`src/rtl/router_pkt_reg_p.sv`:
```
// -----------------------------------------------------------------------------
// router_pkt_reg_p
//
// Packet input register for the router. It takes one packet at a time from the
// source port. A packet is a header byte and zero or more payload bytes, all
// sent with pkt_valid high. They are followed by a check byte sent with
// pkt_valid low.
//
// What it does with each packet:
//   * The header's low ADDR_BITS bits are latched as the destination port.
//   * A running checksum is kept over the header and payload. It is either an
//     XOR or a sum modulo 2^DATA_WIDTH. At the end it is compared against the
//     check byte.
//   * Every accepted byte, including the header and the check byte, goes
//     through a small skid buffer toward the destination FIFO. fifo_full
//     backpressure is absorbed there. busy is raised to the source only once
//     the buffer is full, during the one-cycle check, and while the packet
//     drains.
//
// Ports
//   clock        rising-edge clock
//   resetn       synchronous, active-low reset
//   pkt_valid    source: high for header and payload, low with the check byte
//   data_in      source byte; held stable by the source while busy is high
//   busy         source must not advance (combinational from state/count)
//   fifo_full    destination FIFO cannot take a write this cycle
//   dout         byte to the destination FIFO (registered)
//   write_enb    dout is valid and written this cycle (registered)
//   dest         destination port of the current packet (registered)
//   hdr_valid    one-cycle pulse: header captured, dest updated
//   parity_done  one-cycle pulse: check complete, err valid
//   err          checksum mismatch of the last completed packet
//
// SKID_DEPTH must be at least 2.
// -----------------------------------------------------------------------------
module router_pkt_reg_p #(
    parameter int unsigned DATA_WIDTH = 8,
    parameter int unsigned ADDR_BITS  = 2,
    parameter int unsigned SKID_DEPTH = 4,
    parameter int unsigned CHECK_MODE = 0
) (
    input  logic                  clock,
    input  logic                  resetn,
    input  logic                  pkt_valid,
    input  logic [DATA_WIDTH-1:0] data_in,
    output logic                  busy,
    input  logic                  fifo_full,
    output logic [DATA_WIDTH-1:0] dout,
    output logic                  write_enb,
    output logic [ADDR_BITS-1:0]  dest,
    output logic                  hdr_valid,
    output logic                  parity_done,
    output logic                  err
);

    // -------------------------------------------------------------------------
    // Local sizing
    // -------------------------------------------------------------------------
    localparam int unsigned PTR_W = (SKID_DEPTH > 1) ? $clog2(SKID_DEPTH) : 1;
    localparam int unsigned CNT_W = $clog2(SKID_DEPTH + 1);

    localparam logic [PTR_W-1:0] PTR_LAST = PTR_W'(SKID_DEPTH - 1);
    localparam logic [CNT_W-1:0] CNT_FULL = CNT_W'(SKID_DEPTH);
    localparam logic [CNT_W-1:0] CNT_ONE  = CNT_W'(1);
    localparam logic [PTR_W-1:0] PTR_ONE  = PTR_W'(1);

    // FSM encoding
    localparam logic [1:0] ST_IDLE  = 2'd0;
    localparam logic [1:0] ST_LOAD  = 2'd1;
    localparam logic [1:0] ST_CHECK = 2'd2;
    localparam logic [1:0] ST_DRAIN = 2'd3;

    // -------------------------------------------------------------------------
    // State
    // -------------------------------------------------------------------------
    logic [1:0]            state_q, state_d;
    logic [DATA_WIDTH-1:0] checksum_q, checksum_d;
    logic [DATA_WIDTH-1:0] chk_byte_q, chk_byte_d;
    logic [ADDR_BITS-1:0]  dest_q, dest_d;
    logic                  err_q, err_d;
    logic                  hdr_valid_q, hdr_valid_d;
    logic                  parity_done_q, parity_done_d;

    logic [DATA_WIDTH-1:0] skid_mem [SKID_DEPTH];
    logic [PTR_W-1:0]      wr_ptr_q, wr_ptr_d;
    logic [PTR_W-1:0]      rd_ptr_q, rd_ptr_d;
    logic [CNT_W-1:0]      count_q, count_d;

    logic [DATA_WIDTH-1:0] dout_q;
    logic                  write_enb_q;

    // -------------------------------------------------------------------------
    // Handshake
    // -------------------------------------------------------------------------
    logic skid_full;
    logic busy_c;
    logic accept;
    logic push;
    logic pop;

    assign skid_full = (count_q == CNT_FULL);

    // busy depends only on registered state and count, never on the inputs.
    // A pop on the same edge therefore cannot lower it within that cycle.
    always_comb begin
        busy_c = 1'b1;
        case (state_q)
            ST_IDLE:  busy_c = 1'b0;
            ST_LOAD:  busy_c = skid_full;
            ST_CHECK: busy_c = 1'b1;
            ST_DRAIN: busy_c = 1'b1;
            default:  busy_c = 1'b1;
        endcase
    end

    assign busy = busy_c;

    // In IDLE only a header (pkt_valid high) is taken. In LOAD every
    // presented byte is taken: payload or check byte.
    assign accept = !busy_c &&
                    (((state_q == ST_IDLE) && pkt_valid) || (state_q == ST_LOAD));
    assign push   = accept;
    assign pop    = (count_q != '0) && !fifo_full;

    // -------------------------------------------------------------------------
    // Checksum operator
    // -------------------------------------------------------------------------
    logic [DATA_WIDTH-1:0] csum_upd;

    generate
        if (CHECK_MODE == 0) begin : g_xor
            assign csum_upd = checksum_q ^ data_in;
        end else begin : g_sum
            // The carry out of the top bit is dropped, giving a sum modulo 2^DATA_WIDTH.
            assign csum_upd = checksum_q + data_in;
        end
    endgenerate

    // -------------------------------------------------------------------------
    // Skid pointers and occupancy
    // -------------------------------------------------------------------------
    always_comb begin
        wr_ptr_d = wr_ptr_q;
        rd_ptr_d = rd_ptr_q;
        count_d  = count_q;

        if (push) begin
            wr_ptr_d = (wr_ptr_q == PTR_LAST) ? '0 : wr_ptr_q + PTR_ONE;
        end
        if (pop) begin
            rd_ptr_d = (rd_ptr_q == PTR_LAST) ? '0 : rd_ptr_q + PTR_ONE;
        end

        case ({push, pop})
            2'b10:   count_d = count_q + CNT_ONE;
            2'b01:   count_d = count_q - CNT_ONE;
            default: count_d = count_q;
        endcase
    end

    // -------------------------------------------------------------------------
    // Packet FSM
    // -------------------------------------------------------------------------
    always_comb begin
        state_d       = state_q;
        checksum_d    = checksum_q;
        chk_byte_d    = chk_byte_q;
        dest_d        = dest_q;
        err_d         = err_q;
        hdr_valid_d   = 1'b0;
        parity_done_d = 1'b0;

        case (state_q)
            ST_IDLE: begin
                if (accept) begin
                    // The header seeds the checksum. It also clears the
                    // previous packet's error flag.
                    checksum_d  = data_in;
                    dest_d      = data_in[ADDR_BITS-1:0];
                    hdr_valid_d = 1'b1;
                    err_d       = 1'b0;
                    state_d     = ST_LOAD;
                end
            end

            ST_LOAD: begin
                if (accept) begin
                    if (pkt_valid) begin
                        checksum_d = csum_upd;
                    end else begin
                        // The check byte is not folded into the checksum.
                        chk_byte_d = data_in;
                        state_d    = ST_CHECK;
                    end
                end
            end

            ST_CHECK: begin
                err_d         = (checksum_q != chk_byte_q);
                parity_done_d = 1'b1;
                // Nothing is pushed in CHECK, so count_d reflects pops only.
                state_d       = (count_d != '0) ? ST_DRAIN : ST_IDLE;
            end

            ST_DRAIN: begin
                // A new header must wait until the whole packet has left the skid.
                if (count_d == '0) begin
                    state_d = ST_IDLE;
                end
            end

            default: begin
                state_d = ST_IDLE;
            end
        endcase
    end

    // -------------------------------------------------------------------------
    // Skid storage: array with a single write port and a registered read port.
    // No reset is needed; occupancy is tracked by the pointers and count.
    // A write and a read never hit the same entry on one edge: a pop needs
    // count > 0 and a push needs count < SKID_DEPTH.
    // -------------------------------------------------------------------------
    always_ff @(posedge clock) begin
        if (push) begin
            skid_mem[wr_ptr_q] <= data_in;
        end
    end

    // -------------------------------------------------------------------------
    // Control and output registers
    // -------------------------------------------------------------------------
    always_ff @(posedge clock) begin
        if (!resetn) begin
            state_q       <= ST_IDLE;
            checksum_q    <= '0;
            chk_byte_q    <= '0;
            dest_q        <= '0;
            err_q         <= 1'b0;
            hdr_valid_q   <= 1'b0;
            parity_done_q <= 1'b0;
            wr_ptr_q      <= '0;
            rd_ptr_q      <= '0;
            count_q       <= '0;
            dout_q        <= '0;
            write_enb_q   <= 1'b0;
        end else begin
            state_q       <= state_d;
            checksum_q    <= checksum_d;
            chk_byte_q    <= chk_byte_d;
            dest_q        <= dest_d;
            err_q         <= err_d;
            hdr_valid_q   <= hdr_valid_d;
            parity_done_q <= parity_done_d;
            wr_ptr_q      <= wr_ptr_d;
            rd_ptr_q      <= rd_ptr_d;
            count_q       <= count_d;
            write_enb_q   <= pop;
            // dout keeps its last value on cycles without a write.
            if (pop) begin
                dout_q <= skid_mem[rd_ptr_q];
            end
        end
    end

    assign dout        = dout_q;
    assign write_enb   = write_enb_q;
    assign dest        = dest_q;
    assign hdr_valid   = hdr_valid_q;
    assign parity_done = parity_done_q;
    assign err         = err_q;

endmodule

```
`config.mk`:
```
export PLATFORM = sky130hd
export DESIGN_NAME = router_pkt_reg_p
export DESIGN_NICKNAME = d
export VERILOG_FILES = /design/src/rtl/router_pkt_reg_p.sv
export SDC_FILE = /design/constraint.sdc
export NUM_CORES = 1
export LEC_CHECK = 0
export BUFFER_PORTS_ARGS = -buffer_cell sky130_fd_sc_hd__buf_2
export CORE_ASPECT_RATIO = 0.5
export CORE_MARGIN = 2
export CORE_UTILIZATION = 57
export CTS_BUF_LIST = sky130_fd_sc_hd__clkbuf_16
export CTS_CLUSTER_DIAMETER = 30
export DETAILED_ROUTE_END_ITERATION = 16
export GPL_ROUTABILITY_DRIVEN = 0
export GPL_TIMING_DRIVEN = 0
export PLACE_DENSITY = 0.77
export SLEW_MARGIN = 20
export SYNTH_ARGS = -nofsm -noshare
export SYNTH_HDL_FRONTEND = slang
export SYNTH_SLANG_ARGS = --single-unit
```
`constraint.sdc`:
```
create_clock -name clock -period 2.9 [get_ports clock]
set_input_delay 0.145 -clock clock [delete_from_list [all_inputs] [get_ports clock]]
set_output_delay 0.145 -clock clock [all_outputs]
set_load 0.01 [all_outputs]
```
==> flow_summary.json, run 1 <==
{
  "path_clk_slew_ps": 60,
  "power_density_mw_per_mm2": 926,
  "cts_root_buffer": "clkbuf_16",
  "cts_hold_buf": 0,
  "run_status": "complete, no violations",
  "cp.arrival_ps": 2830,
  "io_pins": 27,
  "grt_usage_pct": 22.8,
  "drt_first_pass_iters": 5,
  "route.detailed.drc": 0,
  "fmax_mhz": 379,
  "cp-start-kind": "register",
  "syn_avg_cell_area_sq_um": 11.8,
  "fp-row-count": 18,
  "die_area_sq_mm": 0.00581,
  "cts_tree": "done",
  "finalNetCount": 307,
  "gr-total-overflow": 0,
  "drv_cap": 0,
  "grt_max_degree": 14,
  "synth-seq-area-share_pct": 58.9,
  "cts_buffer_depth": 2,
  "max_slew_margin_pct": 65.6,
  "grt_pass1_wl_mm": 9.49,
  "start_util_pct": 59.6,
  "criticalPathCategory": "register to register",
  "clock-sinks": 71,
  "grt_pass1_vias": 1923,
  "synthDistinctLibCells": 40,
  "finalHoldViolCount": 0,
  "cts-buffers-inserted": 9,
  "antenna_found_initial": 0,
  "die_x_um": 106,
  "yosysWarnings": 0,
  "drt_iter0_drc": 71,
  "viasPerCell": 5.38,
  "synth_top_area_share_pct": 32.5,
  "hpwlAfterDp_mm": 3.84,
  "p_leak_nw": 1.41,
  "htree_levels": 3,
  "routed_wl_mm": 6.02,
  "synth.area.top_cells": "edfxtp_1, dfxtp_1, mux4_2",
  "fin_setup_tns_ps": 0,
  "critPathCaptureType": "register",
  "ant_nets": 0,
  "synth-seq-cells": 71,
  "die_y_um": 54.9,
  "netlist_area_sq_mm": 0.00296,
  "skew_ps": 5.92,
  "worst_pin_slew_ps": 517,
  "hold_class": "input port to register",
  "min_period_ps": 2640,
  "hold_ws_ps": 82.7,
  "yosys.area.top_type": "edfxtp_1",
  "period_share_pct": 91.1,
  "synth_nets": 270,
  "synth_cells": 251,
  "numPortBuffers": 26,
  "drive_gt1_share_pct": 21.8,
  "rsz0062_at_grt": "no",
  "wl_per_cell_um": 16.6,
  "diodes": 0,
  "setup_viol": 0,
  "required_ps": 3090,
  "ir_worst_vdd_mv": 0.454,
  "core_region_area_sq_mm": 0.00495,
  "path_max_fanout": 10,
  "syn2layout_area_growth_pct": 19.2,
  "clkLatencyLatePin_ps": 330,
  "vias": 1954,
  "drv_slew": 0
}
worst paths after layout:
kind | slack (ps) | cells after the start | to | start
max | 260 | 10 | state_q[0]$_SDFFE_PN0P_ | count_q[0]$_SDFF_PN0_
min | 80 | 1 | skid_mem[2][6]$_DFFE_PP_ | data_in[6]
max reg2reg | 260 | 10 | state_q[0]$_SDFFE_PN0P_ | count_q[0]$_SDFF_PN0_
min reg2reg | 450 | 2 | dout[4]$_SDFFE_PN0P_ | dout[4]$_SDFFE_PN0P_
Yosys cell counts, drive strengths merged:
| library cell | n |
|---|---|
| o31ai | 2 |
| xor2 | 10 |
| clkinv | 1 |
| and2 | 5 |
| nor2 | 26 |
| or2 | 2 |
| or3 | 1 |
| o22ai | 1 |
| a21oi | 13 |
| nand4 | 1 |
| nand3 | 3 |
| dfxtp | 39 |
| a31oi | 1 |
| a2111o | 1 |
| and4bb | 1 |
| nor3 | 13 |
| or3b | 1 |
| o21a | 1 |
| edfxtp | 32 |
| inv | 10 |
| a211oi | 1 |
| and3b | 1 |
| mux2i | 10 |
| xnor2 | 8 |
| nand2 | 38 |
| clkbuf | 2 |
| dlymetal6s2s | 1 |
| buf | 8 |
| o21ai | 2 |
| nor2b | 1 |
| mux4 | 8 |
| ha | 6 |
| fa | 1 |
cell type report:
class,instances,area [sq um]
sequential,71,1740
fill,342,1430
multi-input combinational,158,1090
clock buffer,9,225
timing repair buffer,26,130
clock inverter,7,121
tap,70,87.6
buffer,11,78.8
inverter,11,45.0
stage by stage:
step,total power (W),utilization [%],worst slack [ps],std cells,area [sq um]
finish,0.00326,71.1,259,363,3520
global route,0.00342,71.1,20.9,363,3520
CTS,0.00327,71.0,244,363,3520
detailed placement,0.00201,64.0,296,347,3170
global placement,0.00198,64.0,330,347,3170
floorplan,0.00182,-,545,251,2960
routing by layer:
metal	part of all wire [%]	track usage, %	routed length, um	up-vias
li1	-	-	-	943
met1	47	28.6	2800	967
met2	48	39.1	2880	40
met3	5.0	8.67	302	4
met4	0.58	4.82	35	0
met5	0	0	0	-
cell families after synthesis:
logic type	synth area share (%)
compound gates	4.49
buf+inv	4.06
fa+ha+maj	3.22
simple gates	14.5
flops	58.9
mux	9.48
xor+xnor	5.33
worst max-delay path, stage by stage (launching register included):
cell and delay (ps):
dfxtp_1 440, nor3_1 80, or2_2 350, clkinvlp_4 210
ha_1 230, inv_1 60, fa_1 370, xor2_1 230
nor3_1 90, a211oi_1 310, a21oi_1 120
cells in the final DEF, fill, tap and decap left out, drive strengths merged, types with 2 or more instances in the layout:
cell type | Yosys | layout
bufinv | 0 | 3
clkinvlp | 0 | 4
or2 | 2 | 2
a21oi | 13 | 13
mux2i | 10 | 10
edfxtp | 32 | 32
xnor2 | 8 | 8
dfxtp | 39 | 39
mux4 | 8 | 8
inv | 10 | 10
buf | 8 | 34
o21ai | 2 | 2
xor2 | 10 | 10
nor3 | 13 | 13
nand3 | 3 | 3
and2 | 5 | 5
o31ai | 2 | 2
nand2 | 38 | 38
nor2 | 26 | 26
ha | 6 | 6
clkbuf | 2 | 11
power breakdown:
part	switching (W)	internal (W)
Combinational	0.000406	0.000299
Clock	0.000416	0.000840
Sequential	0.0000867	0.00121
timing repair:
item,in CTS,in global routing
setup endpoints to repair,0,1
buffers inserted,0,0
gates resized for setup,0,1
registers in the layout (all words and copies together) (netlist names):
| signal | cells |
|---|---|
| state_q | 2 |
| rd_ptr_q | 2 |
| hdr_valid | 1 |
| parity_done | 1 |
| skid_mem | 32 |
| count_q | 3 |
| checksum_q | 8 |
| dest | 2 |
| dout | 8 |
| write_enb | 1 |
| err | 1 |
| chk_byte_q | 8 |
| wr_ptr_q | 2 |
No activity file was read; power rests on OpenSTA's default activity.
==> run 2, diff against run 1 <==
--- a/config.mk
+++ b/config.mk
@@ -6,7 +6,7 @@
 export NUM_CORES = 1
 export LEC_CHECK = 0
 export BUFFER_PORTS_ARGS = -buffer_cell sky130_fd_sc_hd__buf_2
-export CORE_ASPECT_RATIO = 0.5
+export CORE_ASPECT_RATIO = 0.9
 export CORE_MARGIN = 2
 export CORE_UTILIZATION = 57
 export CTS_BUF_LIST = sky130_fd_sc_hd__clkbuf_16
==> flow_summary.json, run 2 (synthesis results as in run 1) <==
{
  "gr-total-overflow": 0,
  "largest_reg_flops": 32,
  "critPathCaptureType": "register",
  "drv_slew": 0,
  "viasPerCell": 5.34,
  "cp-start-kind": "register",
  "period_share_pct": 92.8,
  "fp-row-count": 24,
  "wl_per_cell_um": 15.5,
  "cp.arrival_ps": 2950,
  "required_ps": 3160,
  "htree_levels": 3,
  "grt_usage_pct": 22.4,
  "hpwlAfterDp_mm": 3.81,
  "drt_first_pass_iters": 4,
  "place_area_sq_mm": 0.00317,
  "io_pins": 27,
  "path_clk_slew_ps": 50,
  "path_max_fanout": 10,
  "skew_ps": 4.44,
  "die_x_um": 79.9,
  "r2r_end": "state_q[0]$_SDFFE_PN0P_",
  "criticalPathCategory": "register to register",
  "die_area_sq_mm": 0.00578,
  "fin_setup_tns_ps": 0,
  "hold_class": "input port to register",
  "cts_setup_buffers": 0,
  "power_w": 0.00293,
  "regToRegSetupSlack_ps": 210,
  "worst_pin_slew_ps": 505,
  "grt_max_degree": 12,
  "run_status": "complete, no violations",
  "p_leak_nw": 1.38,
  "power_density_mw_per_mm2": 855,
  "min_period_ps": 2690,
  "clkLatencyLatePin_ps": 330,
  "dp_cells": 342,
  "cts_tree": "done",
  "finalNonFillerCells": 358,
  "start_util_pct": 60.0,
  "drv_cap": 0,
  "numPortBuffers": 26,
  "antenna_found_initial": 0,
  "critPathLaunch": "count_q[0]$_SDFF_PN0_",
  "cts_root_buffer": "clkbuf_16",
  "finalHoldViolCount": 0,
  "diodes": 0,
  "cp_cell_sequence": "and4bb_1 > buf_6 > nor3_4 > inv_1 > ha_1 > inv_1 > fa_1 > and3b_2 > a31oi_1 > a211oi_2 > a21oi_1",
  "syn2layout_area_growth_pct": 16.0,
  "cts-buffers-inserted": 9,
  "crit_slowest_cell": "dfxtp_1",
  "finalNetCount": 307,
  "clock-sinks": 71,
  "drive_gt1_share_pct": 20.5,
  "max_stage_delay_ps": 440,
  "ant_nets": 0,
  "max_slew_margin_pct": 66.4,
  "cts_buffer_depth": 2,
  "rsz0062_at_grt": "no",
  "crit_path_frequent_cell": "inv_1",
  "mostFrequentLayoutCells": "dfxtp_1, nand2_1, edfxtp_1",
  "hold_ws_ps": 93.3,
  "nFillCells": 357,
  "vias": 1913,
  "die_y_um": 72.3,
  "fin_area_sq_mm": 0.00343,
  "drt_iter0_drc": 62,
  "mostFrequentLayoutCell": "dfxtp_1",
  "fmax_mhz": 371,
  "ir_worst_vdd_mv": 0.513,
  "route.detailed.drc": 0,
  "r2r_cells": 11,
  "rr_startpoint": "count_q[0]$_SDFF_PN0_",
  "grt_pass1_vias": 1986,
  "core_region_area_sq_mm": 0.00492,
  "regMostFlops": "skid_mem",
  "grt_pass1_wl_mm": 9.33,
  "setup_viol": 0,
  "critPathCapture": "state_q[0]$_SDFFE_PN0P_",
  "routed_wl_mm": 5.56
}
-- run 2: cell count changes in the layout (fill, tap and decap cells not counted), sizes merged --
cell      previous run  this run
clkinv               1         5
clkinvlp             4         1
inv                 10        12
bufinv               3         0
-- run 2: power by group --
group / internal [W] / switching [W] / leakage, nW
clock network: 0.000562 / 0.000378 / 0.133
registers: 0.00122 / 0.0000852 / 0.614
logic: 0.000302 / 0.000392 / 0.638
total: 0.00208 / 0.000855 / 1.38
-- run 2: cell type report --
cell class / count / area, sq um / share of cell area (%)
clock inverter: 7 / 32.5 / 0.949
sequential: 71 / 1740 / 50.8
timing repair buffer: 26 / 130 / 3.79
inverter: 11 / 41.3 / 1.20
buffer: 11 / 78.8 / 2.30
tap: 65 / 81.3 / 2.37
multi-input combinational: 158 / 1100 / 32.0
clock buffer: 9 / 225 / 6.57
-- run 2: layer usage --
metal / vias up / GRT usage, % / routed length [um]
li1: 942 / - / -
met1: 909 / 26.5 / 2360
met2: 48 / 38.5 / 2810
met3: 14 / 7.09 / 279
met4: 0 / 7.91 / 107
met5: - / 0 / 0
-- run 2: repair_timing --
action,CTS,global route
resized for setup,0,1
endpoints found under the setup margin,0,2
hold buffers,0,0
-- run 2: worst min-delay path by stage --
stage	startpoint	end	slack (ps)	depth (start not counted)
4_1_cts	data_in[6]	skid_mem[0][6]$_DFFE_PP_	80	1
6_report	data_in[3]	skid_mem[0][3]$_DFFE_PP_	90	1
2_1_floorplan	data_in[0]	skid_mem[0][0]$_DFFE_PP_	240	0
5_1_grt	data_in[5]	skid_mem[3][5]$_DFFE_PP_	80	1
3_5_place_dp	data_in[5]	skid_mem[1][5]$_DFFE_PP_	420	1
3_3_place_gp	data_in[4]	skid_mem[2][4]$_DFFE_PP_	410	1
-- run 2: critical path: cells and delay by family, from the launching register on --
kind	cells	cell delay (ps)
AO/OA/AOI/OAI	3	410
adder cells (fa/ha/maj)	2	670
buffers and inverters	3	320
flip-flops	1	440
AND/OR/NAND/NOR	3	790
-- run 2: metrics by stage --
step / util (%) / worst slack (ps)
floorplan: - / 545
global placement: 64.3 / 297
detailed placement: 64.3 / 277
CTS: 69.5 / 226
global route: 69.6 / 47.1
finish: 69.6 / 208
==> run 3, diff against run 2 <==
--- a/config.mk
+++ b/config.mk
@@ -5,12 +5,14 @@
 export SDC_FILE = /design/constraint.sdc
 export NUM_CORES = 1
 export LEC_CHECK = 0
+export ABC_AREA = 1
 export BUFFER_PORTS_ARGS = -buffer_cell sky130_fd_sc_hd__buf_2
 export CORE_ASPECT_RATIO = 0.9
 export CORE_MARGIN = 2
 export CORE_UTILIZATION = 57
 export CTS_BUF_LIST = sky130_fd_sc_hd__clkbuf_16
 export CTS_CLUSTER_DIAMETER = 30
+export CTS_CLUSTER_SIZE = 25
 export DETAILED_ROUTE_END_ITERATION = 16
 export GPL_ROUTABILITY_DRIVEN = 0
 export GPL_TIMING_DRIVEN = 0
==> flow_summary.json, run 3 <==
{
  "synth.area.top_cells": "edfxtp_1, dfxtp_1, nor2_1",
  "syn_avg_cell_area_sq_um": 9.28,
  "power_frac_seq_pct": 38.9,
  "clockPowerShare_pct": 32.3,
  "ant_nets": 0,
  "hold_class": "input port to register",
  "crit_slowest_cell": "fa_1",
  "synth-seq-area-share_pct": 57.9,
  "place_worst_setup_slack_ps": 200,
  "ys.flop_type": "dfxtp_1",
  "cts_buffer_depth": 2,
  "yosys.area.top_type": "edfxtp_1",
  "required_ps": 3150,
  "ir_worst_vdd_mv": 0.758,
  "grt_usage_pct": 24.7,
  "cp-start-kind": "register",
  "gr-total-overflow": 0,
  "finalNetCount": 379,
  "p_int_w": 0.00236,
  "max_slew_margin_pct": 46.3,
  "critPathTopFamily": "compound AO/OA/AOI/OAI gates",
  "fp-row-count": 25,
  "grt_max_degree": 13,
  "cts-buffers-inserted": 9,
  "htree_levels": 3,
  "clock-sinks": 71,
  "r2r_end": "state_q[0]$_SDFFE_PN0P_",
  "cp.buffers_inverters": 3,
  "rr_startpoint": "count_q[2]$_SDFF_PN0_",
  "swShare_pct": 33.5,
  "cp.arrival_ps": 2830,
  "r2r_cells": 13,
  "fin_setup_tns_ps": 0,
  "numPortBuffers": 25,
  "holdPathStages": 1,
  "wl_per_cell_um": 15.4,
  "place_area_sq_mm": 0.00322,
  "die_x_um": 80.6,
  "synth_edf_count": 32,
  "nFillCells": 410,
  "synth_cells": 324,
  "drv_cap": 0,
  "hpwlAfterDp_mm": 4.39,
  "antenna_found_initial": 0,
  "core_region_area_sq_mm": 0.00516,
  "route.detailed.drc": 0,
  "fin_area_sq_mm": 0.00354,
  "critPathCaptureType": "register",
  "p_leak_nw": 1.45,
  "netlist_area_sq_mm": 0.00301,
  "regToRegSetupSlack_ps": 320,
  "run_status": "complete, no violations",
  "yosysMostFrequentCell": "nor2_1",
  "largest_reg_flops": 32,
  "drt_first_pass_iters": 4,
  "diodes": 0,
  "async_flop_share_pct": 0,
  "crit_path_frequent_cell": "nand2_1",
  "utilization_pct": 68.6,
  "syn2layout_area_growth_pct": 17.6,
  "setup_viol": 0,
  "synth_nets": 343,
  "die_y_um": 72.9,
  "rsz0062_at_grt": "no",
  "worstHoldStart": "data_in[6]",
  "cp_cell_sequence": "inv_1 > a21oi_4 > buf_4 > ha_1 > inv_1 > fa_1 > o21ai_0 > nor2_1 > nand3_1 > nand2_1 > nand2_1 > nand2_1 > a21oi_1",
  "criticalPathCategory": "register to register",
  "cp.depth": 13,
  "worst_pin_slew_ps": 803,
  "fmax_mhz": 387,
  "viasPerCell": 5.44,
  "pwr-share-comb_pct": 28.8,
  "cts_setup_buffers": 0,
  "cts_root_buffer": "clkbuf_16",
  "drt_iter0_drc": 109,
  "vias": 2348,
  "period_share_pct": 89.0,
  "synth_common_cells": "nor2_1, o21ai_0, dfxtp_1, nand2_1, inv_1",
  "routed_wl_mm": 6.64,
  "die_area_sq_mm": 0.00587,
  "grt_pass1_vias": 2204,
  "power_density_mw_per_mm2": 1000,
  "max_stage_delay_ps": 430,
  "drive_gt1_share_pct": 16.4,
  "path_max_fanout": 10,
  "start_util_pct": 58.3,
  "finalHoldViolCount": 0,
  "path_clk_slew_ps": 50,
  "drv_slew": 0,
  "clkLatencyLatePin_ps": 330,
  "synthDistinctLibCells": 31,
  "min_period_ps": 2580,
  "regMostFlops": "skid_mem",
  "skew_ps": 7.83,
  "setup_slack_ps": 319,
  "yosysWarnings": 0,
  "cts_hold_buf": 0,
  "holdPathEnd": "skid_mem[0][6]$_DFFE_PP_",
  "mostFrequentLayoutCell": "nor2_1",
  "p_switching_w": 0.00118,
  "mostFrequentLayoutCells": "nor2_1, o21ai_0, dfxtp_1",
  "cts_tree": "done",
  "synth_top_area_share_pct": 31.9,
  "synth-seq-cells": 71,
  "io_pins": 27,
  "grt_pass1_wl_mm": 10.5
}
==> run 3: changes by cell type in the layout (fill, tap and decap cells not counted), moves of 4 or more <==
cell / before / now
a21oi_1: 13 / 19
a31oi_1: 1 / 8
and2_1: 5 / 0
inv_1: 11 / 35
mux2i_1: 10 / 0
mux4_2: 8 / 0
nand3_1: 3 / 9
nor2_1: 25 / 56
nor3_1: 12 / 6
o21ai_0: 1 / 40
o22ai_1: 1 / 5
xnor2_1: 8 / 2
xor2_1: 10 / 0
==> run 3: final cells by class <==
cell class                 count  area, sq um  share of cell area [%]
sequential                    71         1740                    49.2
multi-input combinational    204         1070                    30.2
clock buffer                   9          225                    6.36
inverter                      39          146                    4.14
timing repair buffer          25          125                    3.54
clock inverter                 7         88.8                    2.51
tap                           67         83.8                    2.37
buffer                        10         60.1                    1.70
==> run 3: metal layers <==
layer / global-route usage (%) / wire length, um / vias up
li1: - / - / 1159
met1: 30.1 / 2850 / 1119
met2: 41.6 / 3310 / 60
met3: 8.79 / 393 / 10
met4: 7.53 / 82 / 0
met5: 0 / 0 / -
==> run 3: power groups by stage <==
stage	combinational, W	sequential [W]	clock [W]
after floorplan	0.000690	0.00140	0
after global placement	0.000961	0.00138	0
after detailed placement	0.000995	0.00139	0
after CTS	0.00101	0.00138	0.00115
after global routing	0.00115	0.00140	0.00120
final	0.00102	0.00138	0.00114
==> run 3: logic make-up (layout without fill, tap and decap cells) <==
| group | after synthesis | in the layout | share of synthesized area (%) |
|---|---|---|---|
| DFF | 71 | 71 | 57.9 |
| xor gates and xnor gates | 2 | 2 | 0.582 |
| buffers and inverters | 49 | 90 | 6.86 |
| adders and majority gates | 7 | 7 | 3.16 |
| and+or+nand+nor | 117 | 117 | 17.0 |
| AOI/OAI and AO/OA | 78 | 78 | 14.5 |
==> run 3: how the worst max path moves through the flow <==
stage / slack (ps) / from / endpoint
floorplan: 660 / state_q[0]$_SDFFE_PN0P_ / state_q[0]$_SDFFE_PN0P_
global placement: 290 / count_q[2]$_SDFF_PN0_ / state_q[0]$_SDFFE_PN0P_
detailed placement: 200 / count_q[2]$_SDFF_PN0_ / state_q[0]$_SDFFE_PN0P_
CTS: 200 / count_q[2]$_SDFF_PN0_ / state_q[0]$_SDFFE_PN0P_
global route: 100 / count_q[2]$_SDFF_PN0_ / state_q[0]$_SDFFE_PN0P_
finish: 320 / count_q[2]$_SDFF_PN0_ / state_q[0]$_SDFFE_PN0P_
==> run 3: metrics by stage <==
stage,power [W],hold slack (ps),cells
after floorplan,0.00209,244,324
after global placement,0.00234,405,416
after detailed placement,0.00239,405,416
after CTS,0.00354,62.2,432
after global routing,0.00375,71.5,432
final,0.00354,71.3,432
==> run 3: timing repair <==
item,CTS,global route
setup endpoints to repair,0,1
hold endpoints to repair,0,0
resized for setup,0,1
